<file path="src/rtl/phrase_char_decoder.sv">
// Reassembles one 16-bit phrase word {note, volume, instrument} from a 6-character ASCII record.
// Optional build macro: PHRASE_DECODER_LOWERCASE_EN also accepts lowercase note letters.
module phrase_char_decoder #(
    parameter int MAX_OCTAVE = 9,
    parameter int MAX_VOLUME = 63
) (
    input  logic        clk,
    input  logic        reset_n,
    input  logic        char_valid,
    input  logic [6:0]  char_code,
    input  logic        char_sof,
    output logic        char_ready,
    output logic        phrase_valid,
    input  logic        phrase_ready,
    output logic [15:0] phrase_out,
    output logic        phrase_err
);

    typedef enum logic [2:0] {
        S_LETTER,
        S_SHARP,
        S_OCT,
        S_VOLT,
        S_VOLO,
        S_INST,
        S_OUT
    } state_t;

    state_t      state, state_next;
    logic [3:0]  idx, idx_next;
    logic [3:0]  oct, oct_next;
    logic [3:0]  tens, tens_next;
    logic [5:0]  vol, vol_next;
    logic        err, err_next;
    logic [15:0] out_next;
    logic        out_err_next;

    logic        accept;
    logic        resync;
    logic [4:0]  letter;
    logic [6:0]  vol_sum;
    logic [7:0]  note_val;
    logic        inst_ok;
    logic        final_err;

    // Returns {legal, semitone index within the octave}.
    function automatic logic [4:0] letter_lookup(input logic [6:0] code);
        logic [6:0] c;
        c = code;
`ifdef PHRASE_DECODER_LOWERCASE_EN
        if (code >= 7'h61 && code <= 7'h67) begin
            c = code - 7'h20;
        end
`endif
        case (c)
            7'h43:   return {1'b1, 4'd0};
            7'h44:   return {1'b1, 4'd2};
            7'h45:   return {1'b1, 4'd4};
            7'h46:   return {1'b1, 4'd5};
            7'h47:   return {1'b1, 4'd7};
            7'h41:   return {1'b1, 4'd9};
            7'h42:   return {1'b1, 4'd11};
            default: return {1'b0, 4'd0};
        endcase
    endfunction

    function automatic logic digit_ok(input logic [6:0] code, input int max_digit);
        int v;
        v = int'(code) - 48;
        return (v >= 0) && (v <= max_digit);
    endfunction

    assign char_ready   = (state != S_OUT);
    assign phrase_valid = (state == S_OUT);

    assign accept   = char_valid && char_ready;
    assign resync   = accept && char_sof && (state != S_LETTER);
    assign letter   = letter_lookup(char_code);
    assign vol_sum  = {3'b000, tens} * 7'd10 + {3'b000, char_code[3:0]};
    assign note_val = {4'b0000, oct} * 8'd12 + {4'b0000, idx};
    assign inst_ok  = digit_ok(char_code, 3);
    assign final_err = err || !inst_ok;

    always_ff @(posedge clk) begin
        if (!reset_n) begin
            state      <= S_LETTER;
            idx        <= '0;
            oct        <= '0;
            tens       <= '0;
            vol        <= '0;
            err        <= 1'b0;
            phrase_out <= '0;
            phrase_err <= 1'b0;
        end else begin
            state      <= state_next;
            idx        <= idx_next;
            oct        <= oct_next;
            tens       <= tens_next;
            vol        <= vol_next;
            err        <= err_next;
            phrase_out <= out_next;
            phrase_err <= out_err_next;
        end
    end

    always_comb begin
        state_next   = state;
        idx_next     = idx;
        oct_next     = oct;
        tens_next    = tens;
        vol_next     = vol;
        err_next     = err;
        out_next     = phrase_out;
        out_err_next = phrase_err;

        if (state == S_OUT) begin
            if (phrase_ready) begin
                state_next = S_LETTER;
            end
        end else if (accept) begin
            // A start-of-record char restarts decoding from the letter, dropping the partial record.
            if (resync || state == S_LETTER) begin
                idx_next   = letter[3:0];
                err_next   = !letter[4];
                oct_next   = '0;
                tens_next  = '0;
                vol_next   = '0;
                state_next = S_SHARP;
            end else begin
                case (state)
                    S_SHARP: begin
                        if (char_code == 7'h23) begin
                            if (idx == 4'd4 || idx == 4'd11) begin
                                err_next = 1'b1;
                            end
                            idx_next = idx + 4'd1;
                        end else if (char_code != 7'h00 && char_code != 7'h20) begin
                            err_next = 1'b1;
                        end
                        state_next = S_OCT;
                    end
                    S_OCT: begin
                        if (digit_ok(char_code, MAX_OCTAVE)) begin
                            oct_next = char_code[3:0];
                        end else begin
                            err_next = 1'b1;
                        end
                        state_next = S_VOLT;
                    end
                    S_VOLT: begin
                        if (digit_ok(char_code, 9)) begin
                            tens_next = char_code[3:0];
                        end else begin
                            err_next = 1'b1;
                        end
                        state_next = S_VOLO;
                    end
                    S_VOLO: begin
                        if (!digit_ok(char_code, 9) || int'(vol_sum) > MAX_VOLUME) begin
                            err_next = 1'b1;
                        end else begin
                            vol_next = vol_sum[5:0];
                        end
                        state_next = S_INST;
                    end
                    S_INST: begin
                        // Malformed records are reported with a zeroed word.
                        err_next     = final_err;
                        out_err_next = final_err;
                        out_next     = final_err ? 16'h0000 : {note_val, vol, char_code[1:0]};
                        state_next   = S_OUT;
                    end
                    default: begin
                        state_next = S_LETTER;
                    end
                endcase
            end
        end
    end

endmodule

</file>
<file path="config.mk">
export PLATFORM = sky130hd
export DESIGN_NAME = phrase_char_decoder
export DESIGN_NICKNAME = d
export VERILOG_FILES = /design/src/rtl/phrase_char_decoder.sv
export SDC_FILE = /design/constraint.sdc
export NUM_CORES = 1
export LEC_CHECK = 0
export BUFFER_PORTS_ARGS = -buffer_cell sky130_fd_sc_hd__buf_2
export CAP_MARGIN = 20
export CELL_PAD_IN_SITES_DETAIL_PLACEMENT = 0
export CELL_PAD_IN_SITES_GLOBAL_PLACEMENT = 1
export CORE_MARGIN = 5
export CORE_UTILIZATION = 36
export DETAILED_ROUTE_END_ITERATION = 10
export GPL_TIMING_DRIVEN = 0
export PLACE_DENSITY = 0.67
export SYNTH_ARGS = -nofsm -noshare
export SYNTH_HDL_FRONTEND = slang
export SYNTH_SLANG_ARGS = --single-unit
</file>
<file path="constraint.sdc">
create_clock -name clk -period 7.6 [get_ports clk]
set_clock_uncertainty 0.2 [all_clocks]
set_input_delay 2.28 -clock clk [delete_from_list [all_inputs] [get_ports clk]]
set_output_delay 2.28 -clock clk [all_outputs]
set_load 0.01 [all_outputs]
</file>
==> qor.txt, run 1 <==
First-pass GRT wire length: 11860 µm
Reg2Reg Depth: 10
Hold WC Path Type: reg2reg
Vias/cell: 5.252
Outcome: finished clean
Setup crit end: vol[1]$_SDFFE_PN0P_
Number of diodes: 0
Placer Congestion: 0.7629
Post-layout min period: 4.022 ns
Final instance area: 3019 µm²
Slew HR: 58.14%
Post-synthesis sequential area ratio: 29.66%
Final setup viols: 0
Largest area contributor in the netlist: dfxtp_1
Die height: 95.52 µm
Dpl hpwl: 5397 µm
Max Clock Freq: 248.7 MHz
WL/cell: 15.44 µm
CP Capture Type: flip-flop
Area growth, synth to finish: 14.69%
Distinct cell type count after synthesis: 57
Crit-path max FO: 10
Total number of vias: 2358
Total GRT Usage: 16.59%
Net Sw Power: 0.1311 mW
Sw Ratio: 28.02%
Worst-margin pin slew: 0.6278 ns
Top cells by area, synth: dfxtp_1 (30%), ha_1 (8.6%), nor2_1 (4.6%)
Commonest non-fill, non-tap cell in the layout: dfxtp_1
Clock sink count: 39
Die width: 95.52 µm
Fin cells: 449
Root Buffer: clkbuf_8
Worst skew pair latency: 0.29 ns
RSZ-0062 raised after global routing: no
Inst Count DP: 441
Vias in the first global route: 2347
Setup_tns: 0 ns
Initial antenna violation count: 0
Final hold violation count: 0
Clock power frac: 37.5%
Port Buffers: 30
Congestion Overflow GR: 0
Pleak: 1.238 nW
Critical R2R Capture: vol[1]$_SDFFE_PN0P_
Hold Buf Count CTS: 0
Mean Syn Cell Area: 8.438 µm²
Crit start category: input pin
Ports: 31
Total core area: 7176 µm²
Fillers: 753
Inserted Clock Buffers: 5
Number of synthesized flops with an enable pin: 0
Mapped cell area: 2633 µm²
Yosys Warn Count: 0
Post-synth top flop: dfxtp_1
Synthesized Nets: 346
Reg power frac: 45.6%
Reg2Reg Setup Slack: 4.64 ns
Max VDD drop: 95.68 µV
Initial Util: 36.69%
H-tree Lvls: 2
Max Slew Vio Count: 0
Final wirelength: 6934 µm
Fin Hold WS: 0.2743 ns
Initial drt markers: 148
TritonCTS clock tree: done
Synth async-reset ratio: 0%
Critical Path Start: char_code[3]
DRC: 0
Routed Antenna Nets: 0
Crit Path Category: in2reg
Die area: 9123 µm²
Synth Register Bits: 39
Hold_sp: phrase_out[14]$_SDFFE_PN0P_
CTS clk-pin slew, worst paths: 0.08 ns
P_int: 0.3368 mW
PostCTS Resize Cnt: 0
DP Area: 2907 µm²
Nets: 383
Critical Path AT: 4.04 ns
Crit share post-route: 52.92%
Post-Synthesis Cells: 312
Pre-Repair DR Iteration Count: 4
Logic pwr share: 16.8%
Rows: 31
WP data required: 7.62 ns
Largest net degree at the start of global routing: 14
Reg2reg start: tens[1]$_SDFFE_PN0P_
Layout cells sized above 1: 16.00%
Yosys top cell area share: 29.66%
Pwr per Cell Area: 155.0 nW/µm²
Most frequent cells in the layout: dfxtp_1 (39), buf_2 (35), nor2_1 (32)
Max_cap viols: 0
Setup bufs post-CTS: 0
Maximum buffer depth of the clock tree: 2
==> routing by layer <==
metal / routed length [µm] / track usage (%) / up-vias
met5: 0 / 0 / -
met4: 43 / 2.488 / 0
met3: 254 / 2.999 / 4
met2: 3271 / 27.76 / 28
met1: 3365 / 22.71 / 1124
li1: - / - / 1202
==> cells in the mapped netlist (2+ instances only) <==
cell       n
nand4b_1   2
xor2_1     6
a31oi_1    7
nand2b_1   3
o211ai_1   3
inv_1     16
a211oi_1   3
nand3_1   13
a21o_1     3
fa_1       4
clkbuf_1  11
a21oi_1   15
xnor2_1    7
ha_1      18
nor2_1    32
buf_4      2
nor3_1     8
nor2b_1    7
mux2i_1   10
o21ai_0    7
buf_6      3
dfxtp_1   39
a22oi_1   15
and3_1     3
a32o_1     2
nor3b_1    4
a311oi_1   2
buf_2      5
nand3b_1   6
nand4_1    9
and2_1     6
nand2_1   16
==> power by group through the flow <==
stage               clock network (mW)  registers (mW)  logic [mW]
finish                           0.175           0.214      0.0788
detailed placement                   0           0.218      0.0783
global placement                     0           0.218      0.0782
floorplan                            0           0.217      0.0568
global route                     0.187           0.215      0.0884
CTS                              0.181           0.214      0.0790
==> final cells by class <==
class	instances	area, µm²	area share, %
Buffer	21	115.1	3.813
Clock buffer	5	68.82	2.279
Clock inverter	3	43.79	1.450
Inverter	16	60.06	1.989
Multi-Input combinational cell	236	1677	55.53
Sequential cell	39	780.7	25.86
Tap cell	99	123.9	4.103
Timing Repair Buffer	30	150.1	4.973
==> worst max-delay path: stages <==
cell	delay, ns
buf_2	0.15
ha_1	0.32
a21oi_1	0.10
a21oi_1	0.21
mux2i_1	0.39
buf_2	0.28
nand4_1	0.12
a31oi_1	0.19
==> logic make-up after synthesis <==
group / count (synthesis) / share of synthesized area (%)
AND/OR/NAND/NOR: 119 / 24.81
AO/OA/AOI/OAI: 72 / 19.15
flip-flops: 39 / 29.66
buffers and inverters: 37 / 6.654
adder cells (fa/ha/maj): 22 / 11.60
XOR/XNOR: 13 / 4.325
multiplexers: 10 / 3.802
==> metrics by stage <==
step	setup slack, ns	power (mW)	utilization [%]
floorplan	3.759	0.2735	-
global placement	3.267	0.2963	40.51
detailed placement	3.283	0.2967	40.51
CTS	3.567	0.4734	42.08
global route	3.417	0.4895	42.08
finish	3.578	0.4679	42.08
==> registers in the layout, summed over array words and instances, names as in the netlist <==
signal	flops
phrase_out	16
err	1
tens	4
phrase_err	1
oct	4
vol	6
idx	4
state	3
==> worst min-delay path by stage <==
stage	end	slack (ns)	depth (start not counted)
2_1_floorplan	vol[1]$_SDFFE_PN0P_	0.26	2
3_3_place_gp	phrase_out[14]$_SDFFE_PN0P_	0.25	2
3_5_place_dp	phrase_out[14]$_SDFFE_PN0P_	0.27	2
4_1_cts	phrase_out[14]$_SDFFE_PN0P_	0.28	2
5_1_grt	phrase_out[14]$_SDFFE_PN0P_	0.30	2
6_report	phrase_out[14]$_SDFFE_PN0P_	0.27	2
(Power assumes the default switching activity.)
==> run 2, diff against run 1 <==
- ABC_AREA: unset -> 1
- PLACE_DENSITY: 0.67 -> 0.7
- clock period: 7.6 -> 4.2 ns (I/O delays scaled with it)
==> qor.txt, run 2 <==
CTS clk-pin slew, worst paths: 0.09 ns (about the same)
Largest area contributor in the netlist: dfxtp_1
H-tree Lvls: 2 (unchanged)
Final setup viols: 0 (unchanged)
Die width: 93.23 µm (-2.4%)
Post-synth top flop: dfxtp_1
TritonCTS clock tree: done
Top cells by area, synth: dfxtp_1 (31%), nand2_1 (9.8%), ha_1 (9.0%)
Congestion Overflow GR: 0 (unchanged)
Die area: 8691 µm² (-4.7%)
Post-layout min period: 2.939 ns
Critical Path AT: 2.92 ns (-1.12 ns)
Rows: 30 (-3.2%)
Number of synthesized flops with an enable pin: 0 (unchanged)
Biggest registers after layout: phrase_out (16), vol (6)
Commonest non-fill, non-tap cell in the layout: nand2_1
RSZ-0062 raised after global routing: no
Synth async-reset ratio: 0% (unchanged)
Setup bufs post-CTS: 0 (unchanged)
Final wirelength: 6091 µm (-12%)
Synthesized Nets: 380 (+9.8%)
Slew HR: 53.26% (-4.9 points)
Inserted Clock Buffers: 5 (unchanged)
Initial drt markers: 86 (-42%)
Initial Util: 36.91% (+0.22 points)
Setup_tns: 0 ns (unchanged)
Fin util: 42.28% (+0.20 points)
Total GRT Usage: 15.02% (-1.6 points)
Total core area: 6756 µm² (-5.8%)
Max Slew Vio Count: 0 (unchanged)
Vias in the first global route: 2048 (-13%)
Hold WC Path Type: reg2reg
Worst skew pair latency: 0.29 ns (about the same)
Largest net degree at the start of global routing: 14 (unchanged)
Final hold violation count: 0 (unchanged)
DRC: 0 (unchanged)
Worst-margin pin slew: 0.7012 ns (+0.07332 ns)
Crit Path Category: in2reg
Pwr per Cell Area: 318.5 nW/µm² (+110%)
Routed Antenna Nets: 0 (unchanged)
Pre-Repair DR Iteration Count: 4 (unchanged)
CP Capture Type: flip-flop
Crit share post-route: 69.97%
Initial antenna violation count: 0 (unchanged)
WP data required: 4.18 ns (-3.44 ns)
Dpl hpwl: 4826 µm (-11%)
Max Clock Freq: 340.3 MHz
Outcome: finished clean
Die height: 93.23 µm (-2.4%)
Fin cells: 464 (+3.3%)
Synth Register Bits: 39 (unchanged)
Mean Syn Cell Area: 7.207 µm² (-15%)
Ports: 31 (unchanged)
PostCTS Resize Cnt: 0 (unchanged)
First-pass GRT wire length: 10310 µm (-13%)
Biggest register: phrase_out
WL/cell: 13.13 µm (-15%)
Clock sink count: 39 (unchanged)
Inst Count DP: 456 (+3.4%)
Placer Congestion: 0.7953 (+4.2%)
Count leader, synth: nand2_1
Crit start category: input pin
Fillers: 733 (-2.7%)
Max VDD drop: 110.2 µV (+15%)
Yosys top cell area share: 31.31% (+1.7 points)
Number of diodes: 0 (unchanged)
Nets: 417 (+8.9%)
Port Buffers: 30 (unchanged)
Yosys Warn Count: 0 (unchanged)
Total number of vias: 2238 (-5.1%)
Commonest cells in the synthesized netlist: nand2_1 (65), inv_1 (41), dfxtp_1 (39), a21oi_1 (35), nor2_1 (32)
Vias/cell: 4.823 (-8.2%)
Hold Buf Count CTS: 0 (unchanged)
Root Buffer: clkbuf_8
Most frequent cells in the layout: nand2_1 (65), inv_1 (41), dfxtp_1 (39)
Total power: 0.9097 mW (+94%)
Crit-path max FO: 7 (-3)
Number of flip-flops under the largest register name: 16 (unchanged)
Post-Synthesis Cells: 346 (+11%)
Distinct cell type count after synthesis: 36 (-37%)
Pleak: 1.325 nW (+7.0%)
Layout cells sized above 1: 19.53% (+3.5 points)
Max_cap viols: 0 (unchanged)
Maximum buffer depth of the clock tree: 2 (unchanged)
Post-synthesis sequential area ratio: 31.31% (+1.7 points)
Mapped cell area: 2494 µm² (-5.3%)
Area growth, synth to finish: 14.55%
## run 2: cell types whose count changed in the layout (fill, tap and decap cells not counted), sizes merged, moves of 9 or more
cell	delta
a21oi	+28
a22oi	-15
clkbuf	-9
inv	+30
mux2i	-10
nand2	+59
nand3	+17
o21ai	+12
## run 2: cell type report
class | instances | area, µm² | area share (%)
plain buffers | 7 | 41.29 | 1.445
clock buffers | 5 | 68.82 | 2.409
clock inverters | 3 | 43.79 | 1.533
inverters | 47 | 181.4 | 6.351
multi-input cells | 253 | 1490 | 52.17
flip-flops and latches | 39 | 780.7 | 27.33
well taps | 80 | 100.1 | 3.504
repair buffers | 30 | 150.1 | 5.256
## run 2: cells by family (layout without fill, tap and decap cells)
family,Yosys count,count (layout),synth area share (%)
fa+ha+maj,22,22,12.24
buf+inv,54,92,8.931
simple gates,152,152,28.20
flops,39,39,31.31
xor+xnor,7,7,2.459
compound gates,72,72,16.86
## run 2: through the flow
stage               hold WS (ns)  setup slack [ns]  cell area [µm²]
floorplan                 0.2391             1.501             2494
CTS                       0.2657             1.286             2856
detailed placement        0.2535             1.000             2744
global placement          0.2487            0.9751             2744
finish                    0.2627             1.261             2856
global route              0.2801             1.011             2856
## run 2: routing by layer
| metal | global-route usage [%] | up-vias | part of all wire (%) |
|---|---|---|---|
| li1 | - | 1209 | - |
| met1 | 22.08 | 980 | 52 |
| met2 | 22.04 | 42 | 42 |
| met3 | 3.701 | 7 | 4.7 |
| met4 | 3.297 | 0 | 0.72 |
| met5 | 0 | - | 0 |
## run 2: final timing paths
path	start	to	slack, ns	cells after the start
hold / removal	phrase_out[14]$_SDFFE_PN0P_	phrase_out[14]$_SDFFE_PN0P_	0.26	2
setup reg to reg	tens[1]$_SDFFE_PN0P_	vol[1]$_SDFFE_PN0P_	1.28	12
setup / recovery	char_code[3]	vol[1]$_SDFFE_PN0P_	1.26	11
hold reg to reg	phrase_out[14]$_SDFFE_PN0P_	phrase_out[14]$_SDFFE_PN0P_	0.26	2
## run 2: critical path: stages
cell and delay (ns):
buf_2 0.14, ha_1 0.33, nand3_1 0.08, nand3_1 0.13, nand3_1 0.09, nand2_1 0.11
nand2_1 0.06, nand2_1 0.24, nand2_1 0.22, a21oi_1 0.20, nor3_1 0.06
## run 2: where the power goes
part	internal (mW)	switching, mW
clock network	0.177	0.140
registers	0.388	0.0224
logic	0.0628	0.119
total	0.628	0.282
==> run 3, diff against run 2 <==
- PLACE_DENSITY: 0.7 -> 0.73
- clock period: 4.2 -> 2.6 ns (I/O delays scaled with it)
==> qor.txt, run 3 (synthesized netlist as in run 2, its figures left out) <==
Final hold violation count: 0 (unchanged)
Fin cells: 466 (+0.43%)
Pre-CTS WS: -0.2685 ns (-1.269 ns)
Crit start category: flip-flop
Fin Hold WS: 0.2667 ns (+0.003993 ns)
Slew HR: 52.42% (-0.84 points)
Total GRT Usage: 14.87% (-0.15 points)
Die width: 93.23 µm (unchanged)
First-pass GRT wire length: 10290 µm (-0.14%)
Vias/cell: 4.891 (+1.4%)
Die height: 93.23 µm (unchanged)
Crit Path Category: reg2reg
Total core area: 6756 µm² (unchanged)
Congestion Overflow GR: 0 (unchanged)
Commonest non-fill, non-tap cell in the layout: nand2_1
Final wirelength: 6196 µm (+1.7%)
Layer with the highest usage: met2
Inserted Clock Buffers: 5 (unchanged)
Area growth, synth to finish: 17.46%
TritonCTS clock tree: done
Ports: 31 (unchanged)
Outcome: finished clean
Crit-path max FO: 7 (unchanged)
Hold WC Path Type: reg2reg
Biggest register: phrase_out
Pre-Repair DR Iteration Count: 4 (unchanged)
Met2 Use GR: 23.82% (+1.8 points)
DRC: 0 (unchanged)
WL/cell: 13.30 µm (+1.3%)
Maximum buffer depth of the clock tree: 2 (unchanged)
WP data required: 2.62 ns (-1.56 ns)
Reg2reg start: tens[3]$_SDFFE_PN0P_
Placer Congestion: 0.7953 (unchanged)
Max Slew Vio Count: 0 (unchanged)
Dpl hpwl: 4820 µm (-0.12%)
CTS clk-pin slew, worst paths: 0.09 ns (about the same)
Fillers: 721 (-1.6%)
Max Clock Freq: 406.3 MHz
Vias in the first global route: 2117 (+3.4%)
Port Buffers: 30 (unchanged)
Nets: 419 (+0.48%)
Number of flip-flops under the largest register name: 16 (unchanged)
Die area: 8691 µm² (unchanged)
Final setup viols: 0 (unchanged)
Critical Path AT: 2.48 ns (-0.44 ns)
Routed Antenna Nets: 0 (unchanged)
Reg2Reg Depth: 13 (+1)
Pleak: 1.342 nW (+1.3%)
Reg2Reg Setup Slack: 0.14 ns (-1.14 ns)
Most frequent cells in the layout: nand2_1 (61), inv_1 (40), dfxtp_1 (37)
Largest net degree at the start of global routing: 14 (unchanged)
Initial antenna violation count: 0 (unchanged)
Layout cells sized above 1: 23.58% (+4.0 points)
Critical R2R Capture: vol[1]$_SDFFE_PN0P_
Max_cap viols: 0 (unchanged)
Setup_tns: 0 ns (unchanged)
Initial Util: 36.91% (unchanged)
Final instance area: 2929 µm² (+2.5%)
Number of diodes: 0 (unchanged)
Worst Hold End: phrase_out[15]$_SDFFE_PN0P_
Crit share post-route: 94.66%
Total number of vias: 2279 (+1.8%)
Clock sink count: 39 (unchanged)
CP Capture Type: flip-flop
DP Area: 2744 µm² (unchanged)
H-tree Lvls: 2 (unchanged)
Root Buffer: clkbuf_8
Initial drt markers: 64 (-26%)
Hold Path Stages: 2 (unchanged)
Pwr per Cell Area: 510.8 nW/µm² (+60%)
Rows: 30 (unchanged)
M1 GR Usage: 20.87% (-1.2 points)
Max VDD drop: 260.2 µV (+140%)
Fin util: 43.35% (+1.1 points)
M3 GR Usage: 2.494% (-1.2 points)
Worst skew pair latency: 0.29 ns (about the same)
PnR worst setup slack: 0.1387 ns (-1.123 ns)
Total power: 1.496 mW (+64%)
Biggest registers after layout: phrase_out (16), vol (6)
Hold_sp: phrase_out[15]$_SDFFE_PN0P_
Post-layout min period: 2.461 ns
Hold Buf Count CTS: 0 (unchanged)
Worst-margin pin slew: 0.7137 ns (+0.01258 ns)
Inst Count DP: 456 (unchanged)
run 3: cell types whose count changed in the layout (fill, tap and decap cells not counted), moves of 2 or more:
cell / previous run / this run
nand2_1: 65 / 61
a21oi_1: 35 / 32
a21oi_2: 9 / 12
buf_4: 0 / 2
dfxtp_1: 39 / 37
nand2_2: 9 / 11
nand2_4: 1 / 3
nor2_1: 32 / 30
nor2_2: 0 / 2
run 3: critical path, stage by stage, from the launching register on:
cell	delay (ns)
dfxtp_2	0.40
ha_4	0.22
ha_1	0.20
inv_2	0.06
fa_1	0.44
nor2_2	0.16
nand3_1	0.08
nand3_1	0.09
nand2_2	0.07
nand2_2	0.08
nand2_4	0.09
nand2_4	0.12
a21oi_2	0.04
nor3_1	0.14
run 3: timing repair:
| action | 4_1_cts | 5_1_grt |
|---|---|---|
| buffers inserted | 0 | 2 |
| hold endpoints to repair | 0 | 0 |
| endpoints found under the setup margin | 7 | 7 |
| pin swaps | 1 | 3 |
| cloned | 0 | 0 |
| gates resized for setup | 6 | 12 |
run 3: worst max path at each step:
| stage | slack (ns) | endpoint | depth (start not counted) | start |
|---|---|---|---|---|
| after detailed placement | -0.27 | vol[4]$_SDFFE_PN0P_ | 12 | tens[1]$_SDFFE_PN0P_ |
| after floorplan | 0.14 | vol[4]$_SDFFE_PN0P_ | 12 | tens[1]$_SDFFE_PN0P_ |
| final | 0.14 | vol[1]$_SDFFE_PN0P_ | 13 | tens[3]$_SDFFE_PN0P_ |
| after CTS | 0.01 | vol[4]$_SDFFE_PN0P_ | 12 | tens[1]$_SDFFE_PN0P_ |
| after global placement | -0.28 | vol[4]$_SDFFE_PN0P_ | 12 | tens[1]$_SDFFE_PN0P_ |
| after global routing | -0.04 | vol[1]$_SDFFE_PN0P_ | 13 | tens[3]$_SDFFE_PN0P_ |
run 3: power by group:
part	switching, mW	internal [mW]
clock	0.231	0.286
combinational	0.203	0.111
sequential	0.0370	0.628
total	0.471	1.03
run 3: area by class of cell:
class                      count  area, µm²  area share (%)
sequential                    39      785.8           26.83
buffer                         7      41.29           1.410
tap                           80      100.1           3.417
clock inverter                 3      43.79           1.495
timing repair buffer          32      165.2           5.639
multi-input combinational    253       1543           52.67
inverter                      47      181.4           6.194
clock buffer                   5      68.82           2.349
run 3: layer usage:
metal	routed length [µm]	share of wire, %
met3	257	4.1
met5	0	0
met4	46	0.74
met2	2743	44
met1	3149	51
